===== src/rtl/bubsys_video_pkg.sv =====
// rtl/bubsys_video_pkg.sv - shared timing constants and helpers for the BubSys video path
//
// Purpose: default raster geometry, pixel divider values for the two pixel
// clock modes, and a counter-width helper used by the timing generator.
package bubsys_video_pkg;

    // Default raster geometry (pixels / lines, counted from 0).
    localparam int BV_H_TOTAL  = 384;
    localparam int BV_H_ACTIVE = 256;
    localparam int BV_HS_START = 296;
    localparam int BV_HS_WIDTH = 32;
    localparam int BV_V_TOTAL  = 264;
    localparam int BV_V_ACTIVE = 224;
    localparam int BV_VS_START = 240;
    localparam int BV_VS_WIDTH = 8;

    // Master-clock enables per pixel for an 18 MHz master clock.
    localparam int BV_PXDIV_9M = 2;
    localparam int BV_PXDIV_6M = 3;

    // Bits needed to hold 0..n-1 (never less than one bit).
    function automatic int cnt_width(input int n);
        int w;
        w = 1;
        while ((1 << w) < n) begin
            w = w + 1;
        end
        return w;
    endfunction

endpackage


===== src/rtl/bubsys_video_cen_div.sv =====
// rtl/bubsys_video_cen_div.sv - master-clock to pixel-clock enable divider
//
// Purpose: phase counter running 0..PXDIV-1 while the master clock enable is
// active, decoding one positive-edge and one negative-edge pixel enable.
// Ports:
//   clk     master clock
//   rst     asynchronous active-high reset
//   cen_n   master clock enable, active low; phase frozen while high
//   pcen_n  pixel positive-edge enable, active low (phase 0)
//   ncen_n  pixel negative-edge enable, active low (phase PXDIV/2)
//   pxen    internal active-high copy of the positive-edge enable
module bubsys_video_cen_div
    import bubsys_video_pkg::*;
#(
    parameter int PXDIV = BV_PXDIV_6M
) (
    input  logic clk,
    input  logic rst,
    input  logic cen_n,
    output logic pcen_n,
    output logic ncen_n,
    output logic pxen
);

    localparam int PH_W = cnt_width(PXDIV);
    localparam logic [PH_W-1:0] PH_LAST = PH_W'(PXDIV - 1);
    localparam logic [PH_W-1:0] PH_NEG  = PH_W'(PXDIV / 2);

    logic [PH_W-1:0] phase;
    logic            run;

    // Enables are combinational so they line up with the cycle they qualify;
    // reset forces them inactive even though phase already reads 0.
    assign run    = !cen_n && !rst;
    assign pxen   = run && (phase == '0);
    assign pcen_n = !pxen;
    assign ncen_n = !(run && (phase == PH_NEG));

    always_ff @(posedge clk or posedge rst) begin
        if (rst) begin
            phase <= '0;
        end else if (!cen_n) begin
            phase <= (phase == PH_LAST) ? '0 : phase + 1'b1;
        end
    end

endmodule


===== src/rtl/bubsys_video_timing_gen.sv =====
// rtl/bubsys_video_timing_gen.sv - parametrised raster timing generator with raster-line IRQ
//
// Purpose: pixel enables, H/V counters, blanking/sync decode, flipped render
// counters, frame parity and a programmable raster-line interrupt.
// Ports:
//   i_EMU_MCLK / i_EMU_RST        master clock, asynchronous active-high reset
//   i_EMU_CLKCEN_n                master clock enable (active low), freezes all state when high
//   i_HFLIP / i_VFLIP             flip controls for o_FHCNT / o_FVCNT
//   i_IRQ_EN / i_IRQ_LINE         raster interrupt enable and target line
//   i_IRQ_ACK                     one-cycle interrupt acknowledge
//   o_PXPCEN_n / o_PXNCEN_n       pixel positive/negative-edge enables
//   o_HCNT / o_VCNT               raw counters
//   o_FHCNT / o_FVCNT             flip-applied counters
//   o_HBLANK_n / o_VBLANK_n       low outside the active area
//   o_HSYNC_n / o_VSYNC_n / o_CSYNC_n  syncs, active low
//   o_FRAME                       frame parity
//   o_LINE_IRQ_n                  raster interrupt request level, active low
module bubsys_video_timing_gen
    import bubsys_video_pkg::*;
#(
    parameter int PXDIV    = BV_PXDIV_6M,
    parameter int HCNT_W   = 9,
    parameter int VCNT_W   = 9,
    parameter int H_TOTAL  = BV_H_TOTAL,
    parameter int H_ACTIVE = BV_H_ACTIVE,
    parameter int HS_START = BV_HS_START,
    parameter int HS_WIDTH = BV_HS_WIDTH,
    parameter int V_TOTAL  = BV_V_TOTAL,
    parameter int V_ACTIVE = BV_V_ACTIVE,
    parameter int VS_START = BV_VS_START,
    parameter int VS_WIDTH = BV_VS_WIDTH
) (
    input  logic              i_EMU_MCLK,
    input  logic              i_EMU_RST,
    input  logic              i_EMU_CLKCEN_n,
    input  logic              i_HFLIP,
    input  logic              i_VFLIP,
    input  logic              i_IRQ_EN,
    input  logic [VCNT_W-1:0] i_IRQ_LINE,
    input  logic              i_IRQ_ACK,
    output logic              o_PXPCEN_n,
    output logic              o_PXNCEN_n,
    output logic [HCNT_W-1:0] o_HCNT,
    output logic [VCNT_W-1:0] o_VCNT,
    output logic [HCNT_W-1:0] o_FHCNT,
    output logic [VCNT_W-1:0] o_FVCNT,
    output logic              o_HBLANK_n,
    output logic              o_VBLANK_n,
    output logic              o_HSYNC_n,
    output logic              o_VSYNC_n,
    output logic              o_CSYNC_n,
    output logic              o_FRAME,
    output logic              o_LINE_IRQ_n
);

    // Decode limits carry one extra bit so an end position equal to 2**W
    // still compares correctly.
    localparam logic [HCNT_W-1:0] H_LAST     = HCNT_W'(H_TOTAL - 1);
    localparam logic [VCNT_W-1:0] V_LAST     = VCNT_W'(V_TOTAL - 1);
    localparam logic [HCNT_W-1:0] H_FLIP_TOP = HCNT_W'(H_ACTIVE - 1);
    localparam logic [VCNT_W-1:0] V_FLIP_TOP = VCNT_W'(V_ACTIVE - 1);
    localparam logic [HCNT_W:0]   H_ACT_X    = (HCNT_W + 1)'(H_ACTIVE);
    localparam logic [HCNT_W:0]   HS_BEG_X   = (HCNT_W + 1)'(HS_START);
    localparam logic [HCNT_W:0]   HS_END_X   = (HCNT_W + 1)'(HS_START + HS_WIDTH);
    localparam logic [VCNT_W:0]   V_ACT_X    = (VCNT_W + 1)'(V_ACTIVE);
    localparam logic [VCNT_W:0]   VS_BEG_X   = (VCNT_W + 1)'(VS_START);
    localparam logic [VCNT_W:0]   VS_END_X   = (VCNT_W + 1)'(VS_START + VS_WIDTH);

    logic              pxen;
    logic [HCNT_W-1:0] hcnt;
    logic [HCNT_W-1:0] h_next;
    logic [VCNT_W-1:0] vcnt;
    logic [VCNT_W-1:0] v_next;
    logic              h_wrap;
    logic              v_wrap;
    logic [HCNT_W:0]   h_next_x;
    logic [VCNT_W:0]   v_next_x;
    logic              hblank_n;
    logic              vblank_n;
    logic              hsync_n;
    logic              vsync_n;
    logic              frame;
    logic              irq_n;
    logic              irq_set;
    logic              h_in_act;
    logic              v_in_act;

    bubsys_video_cen_div #(
        .PXDIV (PXDIV)
    ) u_cen_div (
        .clk    (i_EMU_MCLK),
        .rst    (i_EMU_RST),
        .cen_n  (i_EMU_CLKCEN_n),
        .pcen_n (o_PXPCEN_n),
        .ncen_n (o_PXNCEN_n),
        .pxen   (pxen)
    );

    always_comb begin
        h_wrap   = (hcnt == H_LAST);
        v_wrap   = h_wrap && (vcnt == V_LAST);
        h_next   = h_wrap ? '0 : hcnt + 1'b1;
        v_next   = vcnt;
        if (h_wrap) begin
            v_next = v_wrap ? '0 : vcnt + 1'b1;
        end
        h_next_x = {1'b0, h_next};
        v_next_x = {1'b0, v_next};
    end

    // A request can only be raised on the pixel that starts a new line, so
    // a target line outside 0..V_TOTAL-1 never matches v_next.
    assign irq_set = pxen && h_wrap && i_IRQ_EN && (v_next == i_IRQ_LINE);

    // Decoded flags are loaded from the next-state counts so they change on
    // the same edge as the counters themselves.
    always_ff @(posedge i_EMU_MCLK or posedge i_EMU_RST) begin
        if (i_EMU_RST) begin
            hcnt     <= '0;
            vcnt     <= '0;
            frame    <= 1'b0;
            hblank_n <= 1'b1;
            vblank_n <= 1'b1;
            hsync_n  <= 1'b1;
            vsync_n  <= 1'b1;
            irq_n    <= 1'b1;
        end else begin
            if (pxen) begin
                hcnt     <= h_next;
                vcnt     <= v_next;
                hblank_n <= (h_next_x < H_ACT_X);
                vblank_n <= (v_next_x < V_ACT_X);
                hsync_n  <= !((h_next_x >= HS_BEG_X) && (h_next_x < HS_END_X));
                vsync_n  <= !((v_next_x >= VS_BEG_X) && (v_next_x < VS_END_X));
                if (v_wrap) begin
                    frame <= !frame;
                end
            end
            // Ack is honoured even while the master clock enable is off.
            if (irq_set) begin
                irq_n <= 1'b0;
            end else if (i_IRQ_ACK) begin
                irq_n <= 1'b1;
            end
        end
    end

    // Flip mirrors only the visible region; blanking positions pass through.
    assign h_in_act = ({1'b0, hcnt} < H_ACT_X);
    assign v_in_act = ({1'b0, vcnt} < V_ACT_X);

    assign o_FHCNT      = (i_HFLIP && h_in_act) ? H_FLIP_TOP - hcnt : hcnt;
    assign o_FVCNT      = (i_VFLIP && v_in_act) ? V_FLIP_TOP - vcnt : vcnt;
    assign o_HCNT       = hcnt;
    assign o_VCNT       = vcnt;
    assign o_HBLANK_n   = hblank_n;
    assign o_VBLANK_n   = vblank_n;
    assign o_HSYNC_n    = hsync_n;
    assign o_VSYNC_n    = vsync_n;
    assign o_CSYNC_n    = hsync_n & vsync_n;
    assign o_FRAME      = frame;
    assign o_LINE_IRQ_n = irq_n;

endmodule


===== config.mk =====
export PLATFORM = sky130hd
export DESIGN_NAME = bubsys_video_timing_gen
export DESIGN_NICKNAME = d
export VERILOG_FILES = /design/src/rtl/bubsys_video_pkg.sv /design/src/rtl/bubsys_video_cen_div.sv /design/src/rtl/bubsys_video_timing_gen.sv
export SDC_FILE = /design/constraint.sdc
export NUM_CORES = 1
export LEC_CHECK = 0
export BUFFER_PORTS_ARGS = -buffer_cell sky130_fd_sc_hd__buf_2
export CORE_UTILIZATION = 52
export DETAILED_ROUTE_END_ITERATION = 8
export GPL_ROUTABILITY_DRIVEN = 0
export HOLD_SLACK_MARGIN = 0.15
export PLACE_DENSITY = 0.87
export SLEW_MARGIN = 10
export SYNTH_ARGS = -nofsm -noshare
export SYNTH_HDL_FRONTEND = slang
export SYNTH_SLANG_ARGS = --single-unit

===== constraint.sdc =====
create_clock -name i_EMU_MCLK -period 2.4 [get_ports i_EMU_MCLK]
set_input_delay 0.12 -clock i_EMU_MCLK [delete_from_list [all_inputs] [get_ports i_EMU_MCLK]]
set_output_delay 0.12 -clock i_EMU_MCLK [all_outputs]
set_load 0.1 [all_outputs]

## Word level (Yosys, flattened, before mapping)

Cells that the tools add are included.
Widths: inputs -> output; s select.

| operators by class | value |
|---|---|
| add/subtract/negate cells | 5 |
| $lt $le $gt $ge | 8 |
| shift-type cells | 0 |
| bitwise operators | 1 |
| divide/modulo/power cells | 0 |
| $mul | 0 |
| equal/unequal tests | 5 |
| multiplexer cells | 8 |
| reductions and logical operators | 21 |

Operators by type and width:

| operator | number |
|---|---|
| $mux 9 | 5 |
| $lt 9x8->1 const B | 3 |
| $lt 9x9->1 const B | 3 |
| $add 9x1->9 const B | 2 |
| $eq 9x9->1 const B | 2 |
| $sub 8x9->9 const A | 2 |
| $logic_and 1x1->1 | 11 |
| $eq 9x9->1 | 1 |
| $ge 9x8->1 const B | 1 |
| $ge 9x9->1 const B | 1 |
| $logic_not 1->1 | 7 |
| $add 2x1->2 const B | 1 |
| $eq 2x1->1 const B | 1 |
| $eq 2x2->1 const B | 1 |
| $logic_not 2->1 | 1 |
| $mux 1 | 2 |
| $mux 2 | 1 |
| $reduce_and 2->1 | 1 |
| $reduce_bool 2->1 | 1 |
| $and 1x1->1 | 1 |

| word-level totals | value |
|---|---|
| memory bits (read-only) | 0 |
| flip-flop bits (word level) | 26 |
| latch bits | 0 |
| output and inout port bits | 45 |
| input port bits | 16 |
| word-level logic and storage cells | 57 |
| bits in writable memories | 0 |
| memories | 0 |

## Longest topological paths before layout

| depth | value |
|---|---|
| word-level depth | 7 |
| mapped depth | 8 |
| gate-level depth less buffers | 7 |

## Modules after synthesis

A second synthesis with hierarchy kept.

| unflattened totals | value |
|---|---|
| cell total of the unflattened synthesis | 242 |
| area, all modules | 2097.0 µm² |

By module, submodules not included:

| module | seq. area each (µm²) | instances | area each (µm²) | cells each |
|---|---|---|---|---|
| bubsys_video_timing_gen | 606.8 | 1 | 1990.7 | 230 |
| bubsys_video_cen_div | 50.0 | 1 | 106.4 | 12 |

## Worst setup path after synthesis

OpenSTA, ideal clock, no wires.

| timing | value |
|---|---|
| kind | reg-to-output |
| from | register vcnt[6], in the netlist o_VCNT[6] |
| to | output o_FVCNT[6] |
| stages on the path, launching flop included | 5 |
| arrival | 3.674 ns |
| slack | -1.394 ns |
| required time | 2.280 ns |
| buffers on the path | 0 |
| cell sequence | dfrtp_1 -> ha_1 -> nand2_1 -> nand3b_1 -> o21ai_0 |

| between the ends | value |
|---|---|
| word-level cells in the longest chain between the ends | 3 |
| elaborated cells between the ends (all ways) | 4 |
| those cells by class | 1 x add/sub; 1 x order compare; 1 x mux; 1 x reduce/logical |

RTL lines:

| element | line | text |
|---|---|---|
| start, declared | bubsys_video_timing_gen.sv:72 | `logic [VCNT_W-1:0] vcnt;` |
| start signal, assigned | bubsys_video_timing_gen.sv:130 | `vcnt <= v_next;` |
| $lt 9x8->1 | bubsys_video_timing_gen.sv:150 | `assign v_in_act = ({1'b0, vcnt} < V_ACT_X);` |
| $logic_and 1x1->1 | bubsys_video_timing_gen.sv:153 | `assign o_FVCNT = (i_VFLIP && v_in_act) ? V_FLIP_TOP - vcnt : vcnt;` |
| $mux 9 * | bubsys_video_timing_gen.sv:153 |  |
| end, declared | bubsys_video_timing_gen.sv:46 | `output logic [VCNT_W-1:0] o_FVCNT,` |

Mark *: on every way between the ends. The rest lies on a longest branch, timed or not.

## Final worst setup path

| timing | value |
|---|---|
| from | register hcnt[0], in the netlist o_HCNT[0] |
| to | register vblank_n, in the netlist o_VBLANK_n |

| between the ends | value |
|---|---|
| word-level cells in the longest chain between the ends | 5 |

RTL lines:

| element | line | text |
|---|---|---|
| start, declared | bubsys_video_timing_gen.sv:70 | `logic [HCNT_W-1:0] hcnt;` |
| start signal, assigned | bubsys_video_timing_gen.sv:129 | `hcnt <= h_next;` |
| $eq 9x9->1 * | bubsys_video_timing_gen.sv:100 | `h_wrap = (hcnt == H_LAST);` |
| $logic_and 1x1->1 | bubsys_video_timing_gen.sv:101 | `v_wrap = h_wrap && (vcnt == V_LAST);` |
| $mux 9 | bubsys_video_timing_gen.sv:105 | `v_next = v_wrap ? '0 : vcnt + 1'b1;` |
| $mux 9 * | bubsys_video_timing_gen.sv:104 | `if (h_wrap) begin` |
| $lt 9x8->1 * | bubsys_video_timing_gen.sv:132 | `vblank_n <= (v_next_x < V_ACT_X);` |
| end signal, assigned | bubsys_video_timing_gen.sv:132 |  |
| end, declared | bubsys_video_timing_gen.sv:79 | `logic vblank_n;` |

Marked as above.
A chain may end at the register's enable or synchronous reset.

==> flow_summary.toml <==
[outcome]
status = "complete, no violations"

[floorplan]
design.core.area_um2 = 3661
io_pins = 61
num_rows = 22
initial_core_util = 0.5403
die-area_um2 = 4055
die_h_um = 63.68
die_x_um = 63.68

[setup_path]
regToRegSetupSlack_ps = 120
path_max_fanout = 8
rr_worst_depth = 7
end_kind = "flip-flop"
worstPathArrival_ps = 2470
crit_required_ps = 2590
start_kind = "flip-flop"
r2r_start = "o_HCNT[0]$_DFFE_PP0P_"
reg2reg_to = "o_VBLANK_n$_DFFE_PP1P_"
startpoint = "o_HCNT[0]$_DFFE_PP0P_"
critPathKind = "reg2reg"

[clock_network]
path_clk_slew_ps = 100
cts_buffers = 3
post_cts_buffers = 0
htree_levels = 1
clock_tree.buffer_depth = 2
clk_latency_ps = 280
cts-root-buf = "clkbuf_8"
cts_tree = "built"
cts_resized = 0
cts_sinks = 26

[grt]
grt_overflow = 0
grt_pass1_vias = 1863
antenna_found_initial = 0
grt_usage = 0.2900
grt_pass1_wl_um = 9204
grt_max_degree = 27

[detailed_routing]
antenna_left = 0
vias = 1917
viasPerCell = 5.757
wl_per_cell_um = 15.83
drt_pass1_iterations = 4
drc_errors = 0
drt_wl_total_um = 5273
first_iter_violations = 156

[layout]
multi_input_area_um2 = 1478
drive_gt1_frac = 0.4491
seq_area_um2 = 691.9
fillers = 235
diodes = 0
final_util = 0.7864
area_delta_synth_final_pct = 45.54
final_nets = 306
instances_no_fill = 333

[placed_design]
port_buffers = 60
pre_cts_ws_ps = 152.7
place_hpwl_um = 3936
dp.cells = 326

[worst_hold_path]
hold_depth = 4
worst_hold_startpoint = "i_IRQ_LINE[7]"
hold_class = "in2reg"
whs_endpoint = "o_LINE_IRQ_n$_DFFE_PP1P_"

[power_and_ir_drop]
ir_drop_mv = 0.4887
power_density_nw_per_um2 = 779.3
p_leak_nw = 1.209
power_w = 0.002244

[timing]
min_period_ps = 2281
relSlewSlack = 0.6725
setup_viol = 0
final_hold_viol_count = 0
fin_worst_skew_ps = 8.915
tightest_slew_ps = 486.8
worst_hold_slack_ps = 206.1
fin_crit_sh = 0.9502
grt_setup_unrepaired = "true"
slew_viol_final = 0
fmax_mhz = 438.5
setup_ws_ps = 119.5

[yosys]
synth_top_area_frac = 0.2657
synth-seq-area-share = 0.3321
syn_nets = 247
ys_warn_count = 0
ys_top_cells_by_area = "dfrtp_1 27%, xnor2_1 14%, nand2_1 7.2%, dfstp_2 6.6%, o21ai_0 2.8%"
synth_edf_count = 0
yosysUniqueCellTypes = 47
synth-seq-cells = 26
synth_top_area_cell = "dfrtp_1"
synth_common_cells = "38 x nand2_1, 32 x xnor2_1, 21 x dfrtp_1"
postSynthCellCount = 227
yosysMostFrequentCell = "nand2_1"
netlist_area_um2 = 1978
async_reset_ff_frac = 1.000
ys.flop_type = "dfrtp_1"
synth_area_per_cell_um2 = 8.714

[job]
maxCapViolations = 0
logic make-up (layout without fill, tap and decap cells):
| logic type | count (synthesis) | count (layout) | share of synthesized area |
|---|---|---|---|
| xor gates and xnor gates | 38 | 38 | 0.1682 |
| adders and majority gates | 4 | 4 | 0.02530 |
| buffers and inverters | 19 | 77 | 0.04681 |
| muxes | 7 | 7 | 0.03795 |
| AOI/OAI and AO/OA | 34 | 34 | 0.1069 |
| and+or+nand+nor | 99 | 99 | 0.2827 |
| DFF | 26 | 26 | 0.3321 |
metrics by stage:
step	TNS, ps	instance area [µm²]
floorplan	-1127	2263
global placement	0	2804
detailed placement	0	2804
CTS	0	2879
global route	-54.31	2879
finish	0	2879
power breakdown:
group	internal [W]	switching, W
sequential	0.000520	0.000127
combinational	0.000390	0.000943
clock	0.000119	0.000144
cell type report:
class | count | area share
multi-input combinational | 182 | 0.5133
timing repair buffer | 70 | 0.2060
clock buffer | 4 | 0.01565
tap | 48 | 0.02086
sequential | 26 | 0.2403
inverter | 3 | 0.003911
cells in the final DEF, fill, tap and decap left out, types with 3 or more instances in the layout:
cell type / n
nor2_1: 12
inv_1: 3
dfrtp_2: 13
buf_12: 14
nor4_1: 3
a31oi_1: 3
a21oi_1: 8
xnor2_4: 11
ha_1: 3
dfrtp_1: 3
nand4_1: 8
dlygate4sd3_1: 3
dfrtp_4: 5
nand2_1: 38
buf_4: 7
o31ai_1: 3
dfstp_2: 5
mux2_2: 4
clkbuf_8: 3
o21ai_0: 10
xnor2_1: 19
mux2i_1: 3
nand3_1: 9
nor3_1: 5
xor2_1: 5
buf_2: 46
routing by layer:
| metal | GRT usage | vias to the layer above | share of wire |
|---|---|---|---|
| li1 | - | 903 | - |
| met1 | 0.3631 | 917 | 0.40 |
| met2 | 0.5040 | 80 | 0.53 |
| met3 | 0.03623 | 17 | 0.048 |
| met4 | 0.1108 | 0 | 0.024 |
| met5 | 0 | - | 0 |
worst max-delay path by stage:
| stage | to | cells after the start |
|---|---|---|
| finish | o_VBLANK_n$_DFFE_PP1P_ | 7 |
| floorplan | o_FVCNT[6] | 4 |
| detailed placement | o_VBLANK_n$_DFFE_PP1P_ | 7 |
| global route | o_VBLANK_n$_DFFE_PP1P_ | 7 |
| global placement | o_VBLANK_n$_DFFE_PP1P_ | 7 |
| CTS | o_VBLANK_n$_DFFE_PP1P_ | 7 |
worst max-delay path, cell delays in order (launching register included):
cell	delay [ps]
dfrtp_4	470
ha_1	260
nand4b_4	190
nor4_1	510
mux2_2	400
nand2_1	80
a21oi_2	60
o31ai_1	220
state kept, by name (all words and copies together), names as in the netlist:
signal	cells
o_VSYNC_n	1
o_HCNT	9
o_VBLANK_n	1
o_LINE_IRQ_n	1
o_FRAME	1
o_VCNT	9
u_cen_div.phase	2
o_HSYNC_n	1
o_HBLANK_n	1
timing repair:
item	in CTS	in global routing
endpoints found under the hold margin	23	0
endpoints found under the setup margin	0	2
hold buffers	3	0
(Power assumes the default switching activity.)
